<file path="src/rtl/div_share_arb_if.sv">
// div_share_arb_if: groups the requester-side and divider-side handshake
// signals of the shared-divider arbiter into one bundle.
//   slave  modport : the arbiter's view (requests and divider results in,
//                    acks/dones/result and divider operands out)
//   master modport : the surrounding environment's view (opposite directions)
// Ports carried: req0/1, dvd0/1, dvs0/1, ack0/1, done0/1, res_q, res_err,
//                div_start, div_dvd, div_dvs, div_busy, div_valid, div_ovf,
//                div_dvz, div_q.
interface div_share_arb_if #(
    parameter int W = 10
);
    logic         req0;
    logic         req1;
    logic [W-1:0] dvd0;
    logic [W-1:0] dvd1;
    logic [W-1:0] dvs0;
    logic [W-1:0] dvs1;
    logic         ack0;
    logic         ack1;
    logic         done0;
    logic         done1;
    logic [W-1:0] res_q;
    logic [1:0]   res_err;
    logic         div_start;
    logic [W-1:0] div_dvd;
    logic [W-1:0] div_dvs;
    logic         div_busy;
    logic         div_valid;
    logic         div_ovf;
    logic         div_dvz;
    logic [W-1:0] div_q;

    modport slave (
        input  req0, req1, dvd0, dvd1, dvs0, dvs1,
        input  div_busy, div_valid, div_ovf, div_dvz, div_q,
        output ack0, ack1, done0, done1, res_q, res_err,
        output div_start, div_dvd, div_dvs
    );

    modport master (
        output req0, req1, dvd0, dvd1, dvs0, dvs1,
        output div_busy, div_valid, div_ovf, div_dvz, div_q,
        input  ack0, ack1, done0, done1, res_q, res_err,
        input  div_start, div_dvd, div_dvs
    );
endinterface

</file>
<file path="src/rtl/div_share_arb.sv">
// div_share_arb: round-robin arbiter sharing one sequential divider between
// two requesters. The winner's operands are captured on the grant edge and
// held on div_dvd/div_dvs, a one-cycle div_start is issued, and the divider's
// result (or divide-by-zero / overflow status) is returned to the winner as a
// one-cycle done pulse. A zero divisor is answered directly without starting
// the divider.
// Ports:
//   clk  - clock, posedge
//   rst  - asynchronous active-low reset
//   bus  - div_share_arb_if.slave (requester and divider handshakes)
// Parameters: W (operand width), TMO (watchdog limit, 2..255).
// Optional feature: define DIV_ARB_TIMEOUT_EN to build an 8-bit WAIT
// watchdog that ends a stalled job with status 11 after TMO cycles.
// All outputs are registered.
module div_share_arb #(
    parameter int W   = 10,
    parameter int TMO = 64
) (
    input logic               clk,
    input logic               rst,
    div_share_arb_if.slave    bus
);

    localparam logic [1:0] S_IDLE  = 2'd0;
    localparam logic [1:0] S_ISSUE = 2'd1;
    localparam logic [1:0] S_WAIT  = 2'd2;
    localparam logic [1:0] S_RESP  = 2'd3;

    localparam logic [1:0] ERR_OK  = 2'b00;
    localparam logic [1:0] ERR_DVZ = 2'b01;
    localparam logic [1:0] ERR_OVF = 2'b10;

    logic [1:0]   state_q,    state_d;
    logic         last_gnt_q, last_gnt_d;
    logic         tag_q,      tag_d;
    logic [W-1:0] dvd_q,      dvd_d;
    logic [W-1:0] dvs_q,      dvs_d;
    logic [W-1:0] rlat_q,     rlat_d;    // latched quotient of the finished job
    logic [1:0]   elat_q,     elat_d;    // latched status of the finished job
    logic         ack0_q,     ack0_d;
    logic         ack1_q,     ack1_d;
    logic         done0_q,    done0_d;
    logic         done1_q,    done1_d;
    logic         start_q,    start_d;
    logic [W-1:0] res_val_q,  res_val_d;
    logic [1:0]   res_err_q,  res_err_d;
    logic         win_s;

`ifdef DIV_ARB_TIMEOUT_EN
    localparam logic [1:0] ERR_TMO = 2'b11;
    // Compared against the count of WAIT cycles already elapsed, so the exit
    // edge closes the TMO-th WAIT cycle.
    localparam logic [7:0] TMO_LIM = 8'(TMO - 1);
    logic [7:0] wd_q, wd_d;
`endif

    // Round-robin pick: on a tie the requester that did not win last time.
    always_comb begin
        if (bus.req0 && bus.req1) begin
            win_s = ~last_gnt_q;
        end else begin
            win_s = bus.req1;
        end
    end

    // Next-state, operand capture and result latching.
    always_comb begin
        state_d    = state_q;
        last_gnt_d = last_gnt_q;
        tag_d      = tag_q;
        dvd_d      = dvd_q;
        dvs_d      = dvs_q;
        rlat_d     = rlat_q;
        elat_d     = elat_q;
`ifdef DIV_ARB_TIMEOUT_EN
        wd_d       = wd_q;
`endif
        case (state_q)
            S_IDLE: begin
                if (bus.req0 || bus.req1) begin
                    tag_d      = win_s;
                    last_gnt_d = win_s;
                    dvd_d      = win_s ? bus.dvd1 : bus.dvd0;
                    dvs_d      = win_s ? bus.dvs1 : bus.dvs0;
                    if (dvs_d == '0) begin
                        // Short-circuit: divider is never started.
                        state_d = S_RESP;
                        rlat_d  = '0;
                        elat_d  = ERR_DVZ;
                    end else begin
                        state_d = S_ISSUE;
                    end
                end else begin
                    state_d = S_IDLE;
                end
            end
            S_ISSUE: begin
                state_d = S_WAIT;
`ifdef DIV_ARB_TIMEOUT_EN
                wd_d    = 8'd0;
`endif
            end
            S_WAIT: begin
                if (bus.div_dvz) begin
                    state_d = S_RESP;
                    rlat_d  = '0;
                    elat_d  = ERR_DVZ;
                end else if (bus.div_ovf) begin
                    state_d = S_RESP;
                    rlat_d  = '0;
                    elat_d  = ERR_OVF;
                end else if (bus.div_valid) begin
                    state_d = S_RESP;
                    rlat_d  = bus.div_q;
                    elat_d  = ERR_OK;
                end
`ifdef DIV_ARB_TIMEOUT_EN
                else if (wd_q == TMO_LIM) begin
                    state_d = S_RESP;
                    rlat_d  = '0;
                    elat_d  = ERR_TMO;
                end else begin
                    wd_d = wd_q + 8'd1;
                end
`else
                else begin
                    state_d = S_WAIT;
                end
`endif
            end
            S_RESP: begin
                state_d = S_IDLE;
            end
            default: begin
                state_d = S_IDLE;
            end
        endcase
    end

    // Moore outputs are computed from the next state so they can be registered
    // and still line up with the state they belong to.
    always_comb begin
        start_d   = (state_d == S_ISSUE);
        ack0_d    = (state_d == S_ISSUE) && !tag_d;
        ack1_d    = (state_d == S_ISSUE) &&  tag_d;
        done0_d   = (state_d == S_RESP)  && !tag_d;
        done1_d   = (state_d == S_RESP)  &&  tag_d;
        res_val_d = (state_d == S_RESP) ? rlat_d : '0;
        res_err_d = (state_d == S_RESP) ? elat_d : 2'b00;
    end

    // State, operand, result and output registers.
    always_ff @(posedge clk or negedge rst) begin
        if (!rst) begin
            state_q    <= S_IDLE;
            last_gnt_q <= 1'b1;
            tag_q      <= 1'b0;
            dvd_q      <= '0;
            dvs_q      <= '0;
            rlat_q     <= '0;
            elat_q     <= 2'b00;
            ack0_q     <= 1'b0;
            ack1_q     <= 1'b0;
            done0_q    <= 1'b0;
            done1_q    <= 1'b0;
            start_q    <= 1'b0;
            res_val_q  <= '0;
            res_err_q  <= 2'b00;
        end else begin
            state_q    <= state_d;
            last_gnt_q <= last_gnt_d;
            tag_q      <= tag_d;
            dvd_q      <= dvd_d;
            dvs_q      <= dvs_d;
            rlat_q     <= rlat_d;
            elat_q     <= elat_d;
            ack0_q     <= ack0_d;
            ack1_q     <= ack1_d;
            done0_q    <= done0_d;
            done1_q    <= done1_d;
            start_q    <= start_d;
            res_val_q  <= res_val_d;
            res_err_q  <= res_err_d;
        end
    end

`ifdef DIV_ARB_TIMEOUT_EN
    // WAIT-cycle watchdog counter.
    always_ff @(posedge clk or negedge rst) begin
        if (!rst) begin
            wd_q <= 8'd0;
        end else begin
            wd_q <= wd_d;
        end
    end
`endif

    assign bus.ack0      = ack0_q;
    assign bus.ack1      = ack1_q;
    assign bus.done0     = done0_q;
    assign bus.done1     = done1_q;
    assign bus.res_q     = res_val_q;
    assign bus.res_err   = res_err_q;
    assign bus.div_start = start_q;
    assign bus.div_dvd   = dvd_q;
    assign bus.div_dvs   = dvs_q;

endmodule

</file>
<file path="src/flat_wrapper.sv">
// flat-port wrapper written by rule: the top's interface ports become plain ports
module div_share_arb_flat 
#(
    parameter int W   = 10,
    parameter int TMO = 64
)
  (clk, rst, bus_req0, bus_req1, bus_dvd0, bus_dvd1, bus_dvs0, bus_dvs1, bus_div_busy, bus_div_valid, bus_div_ovf, bus_div_dvz, bus_div_q, bus_ack0, bus_ack1, bus_done0, bus_done1, bus_res_q, bus_res_err, bus_div_start, bus_div_dvd, bus_div_dvs);
  div_share_arb_if #(.W(W)) bus_i ();
  input logic clk;
  input logic rst;
  input wire logic [$bits(bus_i.req0)-1:0] bus_req0;
  input wire logic [$bits(bus_i.req1)-1:0] bus_req1;
  input wire logic [$bits(bus_i.dvd0)-1:0] bus_dvd0;
  input wire logic [$bits(bus_i.dvd1)-1:0] bus_dvd1;
  input wire logic [$bits(bus_i.dvs0)-1:0] bus_dvs0;
  input wire logic [$bits(bus_i.dvs1)-1:0] bus_dvs1;
  input wire logic [$bits(bus_i.div_busy)-1:0] bus_div_busy;
  input wire logic [$bits(bus_i.div_valid)-1:0] bus_div_valid;
  input wire logic [$bits(bus_i.div_ovf)-1:0] bus_div_ovf;
  input wire logic [$bits(bus_i.div_dvz)-1:0] bus_div_dvz;
  input wire logic [$bits(bus_i.div_q)-1:0] bus_div_q;
  output wire logic [$bits(bus_i.ack0)-1:0] bus_ack0;
  output wire logic [$bits(bus_i.ack1)-1:0] bus_ack1;
  output wire logic [$bits(bus_i.done0)-1:0] bus_done0;
  output wire logic [$bits(bus_i.done1)-1:0] bus_done1;
  output wire logic [$bits(bus_i.res_q)-1:0] bus_res_q;
  output wire logic [$bits(bus_i.res_err)-1:0] bus_res_err;
  output wire logic [$bits(bus_i.div_start)-1:0] bus_div_start;
  output wire logic [$bits(bus_i.div_dvd)-1:0] bus_div_dvd;
  output wire logic [$bits(bus_i.div_dvs)-1:0] bus_div_dvs;
  assign bus_i.req0 = bus_req0;
  assign bus_i.req1 = bus_req1;
  assign bus_i.dvd0 = bus_dvd0;
  assign bus_i.dvd1 = bus_dvd1;
  assign bus_i.dvs0 = bus_dvs0;
  assign bus_i.dvs1 = bus_dvs1;
  assign bus_i.div_busy = bus_div_busy;
  assign bus_i.div_valid = bus_div_valid;
  assign bus_i.div_ovf = bus_div_ovf;
  assign bus_i.div_dvz = bus_div_dvz;
  assign bus_i.div_q = bus_div_q;
  assign bus_ack0 = bus_i.ack0;
  assign bus_ack1 = bus_i.ack1;
  assign bus_done0 = bus_i.done0;
  assign bus_done1 = bus_i.done1;
  assign bus_res_q = bus_i.res_q;
  assign bus_res_err = bus_i.res_err;
  assign bus_div_start = bus_i.div_start;
  assign bus_div_dvd = bus_i.div_dvd;
  assign bus_div_dvs = bus_i.div_dvs;
  div_share_arb #(.W(W), .TMO(TMO)) u_core (.clk(clk), .rst(rst), .bus(bus_i));
endmodule
</file>
<file path="config.mk">
export PLATFORM = sky130hd
export DESIGN_NAME = div_share_arb_flat
export DESIGN_NICKNAME = d
export VERILOG_FILES = /design/src/rtl/div_share_arb_if.sv /design/src/rtl/div_share_arb.sv /design/src/flat_wrapper.sv
export SDC_FILE = /design/constraint.sdc
export NUM_CORES = 1
export LEC_CHECK = 0
export ABC_AREA = 1
export CAP_MARGIN = 10
export CORE_ASPECT_RATIO = 1.2
export CORE_MARGIN = 1
export CORE_UTILIZATION = 44
export CTS_CLUSTER_SIZE = 40
export DETAILED_ROUTE_END_ITERATION = 16
export PLACE_DENSITY = 0.87
export SYNTH_ARGS = -nofsm -noshare
export SYNTH_HDL_FRONTEND = slang
export SYNTH_SLANG_ARGS = --single-unit
</file>
<file path="constraint.sdc">
create_clock -name clk -period 2.3 [get_ports clk]
set_input_delay 0.345 -clock clk [delete_from_list [all_inputs] [get_ports clk]]
set_output_delay 0.345 -clock clk [all_outputs]
set_load 0.01 [all_outputs]
</file>
==> flow_summary.ini <==
[floorplan]
io_pins = 95
die_h_um = 84.1
core_um2 = 5330
die_area_um2 = 5930
die_w_um = 70.4
rows = 29
start_util_pct = 46.4

[placed_design]
numPortBuffers = 93
dpl_worst_slack_ns = 0.0720
dpl.hpwl_um = 4290
post-place-cells = 440
place_area_um2 = 3480
gp_congestion = 0.760

[route]
drt_iter0_drc = 121
drt_wl_total_um = 5870
ant_nets = 0
vias_per_cell = 5.01
vias = 2246
drc = 0
firstDrtPassIters = 4
wl_per_cell_um = 13.1

[logic_synthesis]
syn_inst = 288
syn_avg_cell_area_um2 = 8.59
synthesis.area_um2 = 2470
ys_seq_area_share_pct = 53.7
synth_ff_type = dfrtp_1
synthTopCellsByArea = dfrtp_1 (53%), nand2_1 (15%), o21ai_0 (6.1%)
synth_seq_cells = 53
synth_edf_count = 0
yosysTopAreaCell = dfrtp_1
syn_nets = 348
synthArstFlopShare_pct = 100
synth_warnings = 0
yosysTopAreaCellShare_pct = 52.6
synthDistinctLibCells = 25

[grt]
grt_pass1_wl_um = 9910
grt_max_degree = 54
antenna_found_initial = 0
grt_overflow = 0
first_global_vias = 2178
grtUsageTotal_pct = 21.0

[finish]
final_common_cell = nand2_1
drive_gt1_share_pct = 11.4
syn2layout_area_growth_pct = 45.3
final_area_um2 = 3590
num_antenna_cells = 0
nets = 445
final_cell_mix = nand2_1 (96), clkdlybuf4s50_1 (92), dfrtp_1 (52)
finalNonFillerCells = 448

[critical_path]
worstReg2RegEnd = u_core.bus.res_err[1]
cp_cell_sequence = clkdlybuf4s50_1 > nand2_4 > nand2_4 > inv_1 > nand2_1 > nand2_1 > nor2_2 > nand3_4 > nand2_4 > nand2_4 > a21oi_1
worst-setup-path-type = in -> reg
critPathMaxStageDelay_ns = 0.55
cp_max_fo = 14
arrival_ns = 2.13
worstPathRequired_ns = 2.52
crit_family = simple AND/OR/NAND/NOR gates
cp-start-kind = primary input
r2r_start = u_core.last_gnt_q
cpMostUsedCell = nand2_4
endpoint_kind = register
slowest_stage = clkdlybuf4s50_1
rrSetupSlack_ns = 0.43
reg2reg_depth = 10
cp.buffers_inverters = 2
startpoint = bus_req0

[cts]
cts_setup_buffers = 0
clk-insertion-delay-late_ns = 0.30
cts_buffer_depth = 2
cts_tree = yes
cts_buffers = 5
clkTransAtPathRegs_ns = 0.10
cts_resized = 0
cts.sinks = 53
htreeDepth = 2
cts_hold_buf = 0
cts_root_buf = clkbuf_8

[power]
peakVddDrop_uv = 480
switchingPower_mw = 1.33
cell_internal_pwr_mw = 2.40
swShare_pct = 35.7
p_seq_share_pct = 39.3
pwr-share-clk_pct = 17.0
power_frac_comb_pct = 43.8
powerDensity_nw_per_um2 = 1040
leakagePower_nw = 1.72

[min_path]
min_path_type = in -> async

[timing]
slew_viol_final = 0
worstMarginPinSlew_ns = 0.651
rsz0062_at_grt = no
slew_headroom_pct = 56.6
fin_crit_sh_pct = 82.9
setup_slack_ns = 0.394
hold_violations = 0
fin_skew_ns = 0.00507
tns_ns = 0
fin_crit_ns = 1.91
fmax_mhz = 525
finalSetupViolations = 0
hold_slack_ns = 0.152

[outcome]
outcome = finished clean

[job]
cap_violations = 0
-- flip-flops by register name, summed over array words and instances, names as in the netlist --
signal,flops
u_core.bus.div_dvd,10
u_core.bus.div_dvs,10
u_core.bus.res_q,10
u_core.rlat_q,10
u_core.bus.res_err,2
u_core.elat_q,2
u_core.state_q,2
u_core.bus.ack0,1
u_core.bus.ack1,1
u_core.bus.div_start,1
u_core.bus.done0,1
u_core.bus.done1,1
u_core.last_gnt_q,1
u_core.tag_q,1
-- cells in the mapped netlist (2+ instances only) --
master     n
a21oi_1    7
a21oi_2    8
buf_2      3
buf_6      2
clkbuf_1   6
dfrtp_1   52
ha_1       2
inv_1     21
nand2_1   96
nand2_2    4
nand2_4    4
nand3_1   17
nand3b_1   6
nor2_1    15
nor2_2     4
nor2_4     2
nor3_1     2
o21ai_0   30
-- final cells by class --
cell class	instances	area [um^2]
clock inverter	3	43.8
multi-input combinational	201	996
fill	456	1740
sequential	53	1330
timing repair buffer	103	1000
inverter	21	78.8
tap	62	77.6
clock buffer	5	68.8
-- worst reg2reg max path, cell delays in order, from the launching register on --
cell and delay [ns]:
dfstp_2 0.57, nand2_4 0.11, nand2_4 0.18, inv_1 0.08, nand2_1 0.08, nand2_1 0.07
nor2_2 0.15, nand3_4 0.11, nand2_4 0.08, nand2_4 0.14, a21oi_1 0.20
-- through the flow --
| stage | total power, mW | utilization [%] |
|---|---|---|
| global route | 4.02 | 67.4 |
| global placement | 3.07 | 65.3 |
| floorplan | 2.35 | - |
| CTS | 3.77 | 67.4 |
| detailed placement | 3.14 | 65.3 |
| finish | 3.73 | 67.4 |
-- worst max-delay path by stage --
stage                     depth (start not counted)                    end
after floorplan                                  12    u_core.bus.res_q[1]
after global placement                           11    u_core.bus.res_q[2]
after detailed placement                         11  u_core.bus.res_err[1]
after CTS                                        11  u_core.bus.res_err[1]
after global routing                             11  u_core.bus.res_err[1]
final                                            11  u_core.bus.res_err[1]
-- power by group through the flow --
| stage | combinational, mW | clock, mW | sequential, mW |
|---|---|---|---|
| 6_report | 1.63 | 0.633 | 1.47 |
| 5_1_grt | 1.81 | 0.699 | 1.51 |
| 4_1_cts | 1.65 | 0.652 | 1.47 |
| 3_5_place_dp | 1.65 | 0 | 1.49 |
| 3_3_place_gp | 1.60 | 0 | 1.47 |
| 2_1_floorplan | 0.778 | 0 | 1.58 |
-- cell families after synthesis --
group,share of synthesized area (%)
and+or+nand+nor,28.4
buffers and inverters,6.07
adders and majority gates,1.01
AOI/OAI and AO/OA,10.9
DFF,53.7
-- per-layer routing --
| metal | up-vias | GRT usage, % | part of all wire (%) | wire, um |
|---|---|---|---|---|
| li1 | 1109 | - | - | - |
| met1 | 1045 | 27.8 | 41 | 2410 |
| met2 | 88 | 35.8 | 50 | 2950 |
| met3 | 4 | 4.32 | 8.1 | 475 |
| met4 | 0 | 3.82 | 0.58 | 34 |
| met5 | - | 0 | 0 | 0 |
(Power assumes the default switching activity.)
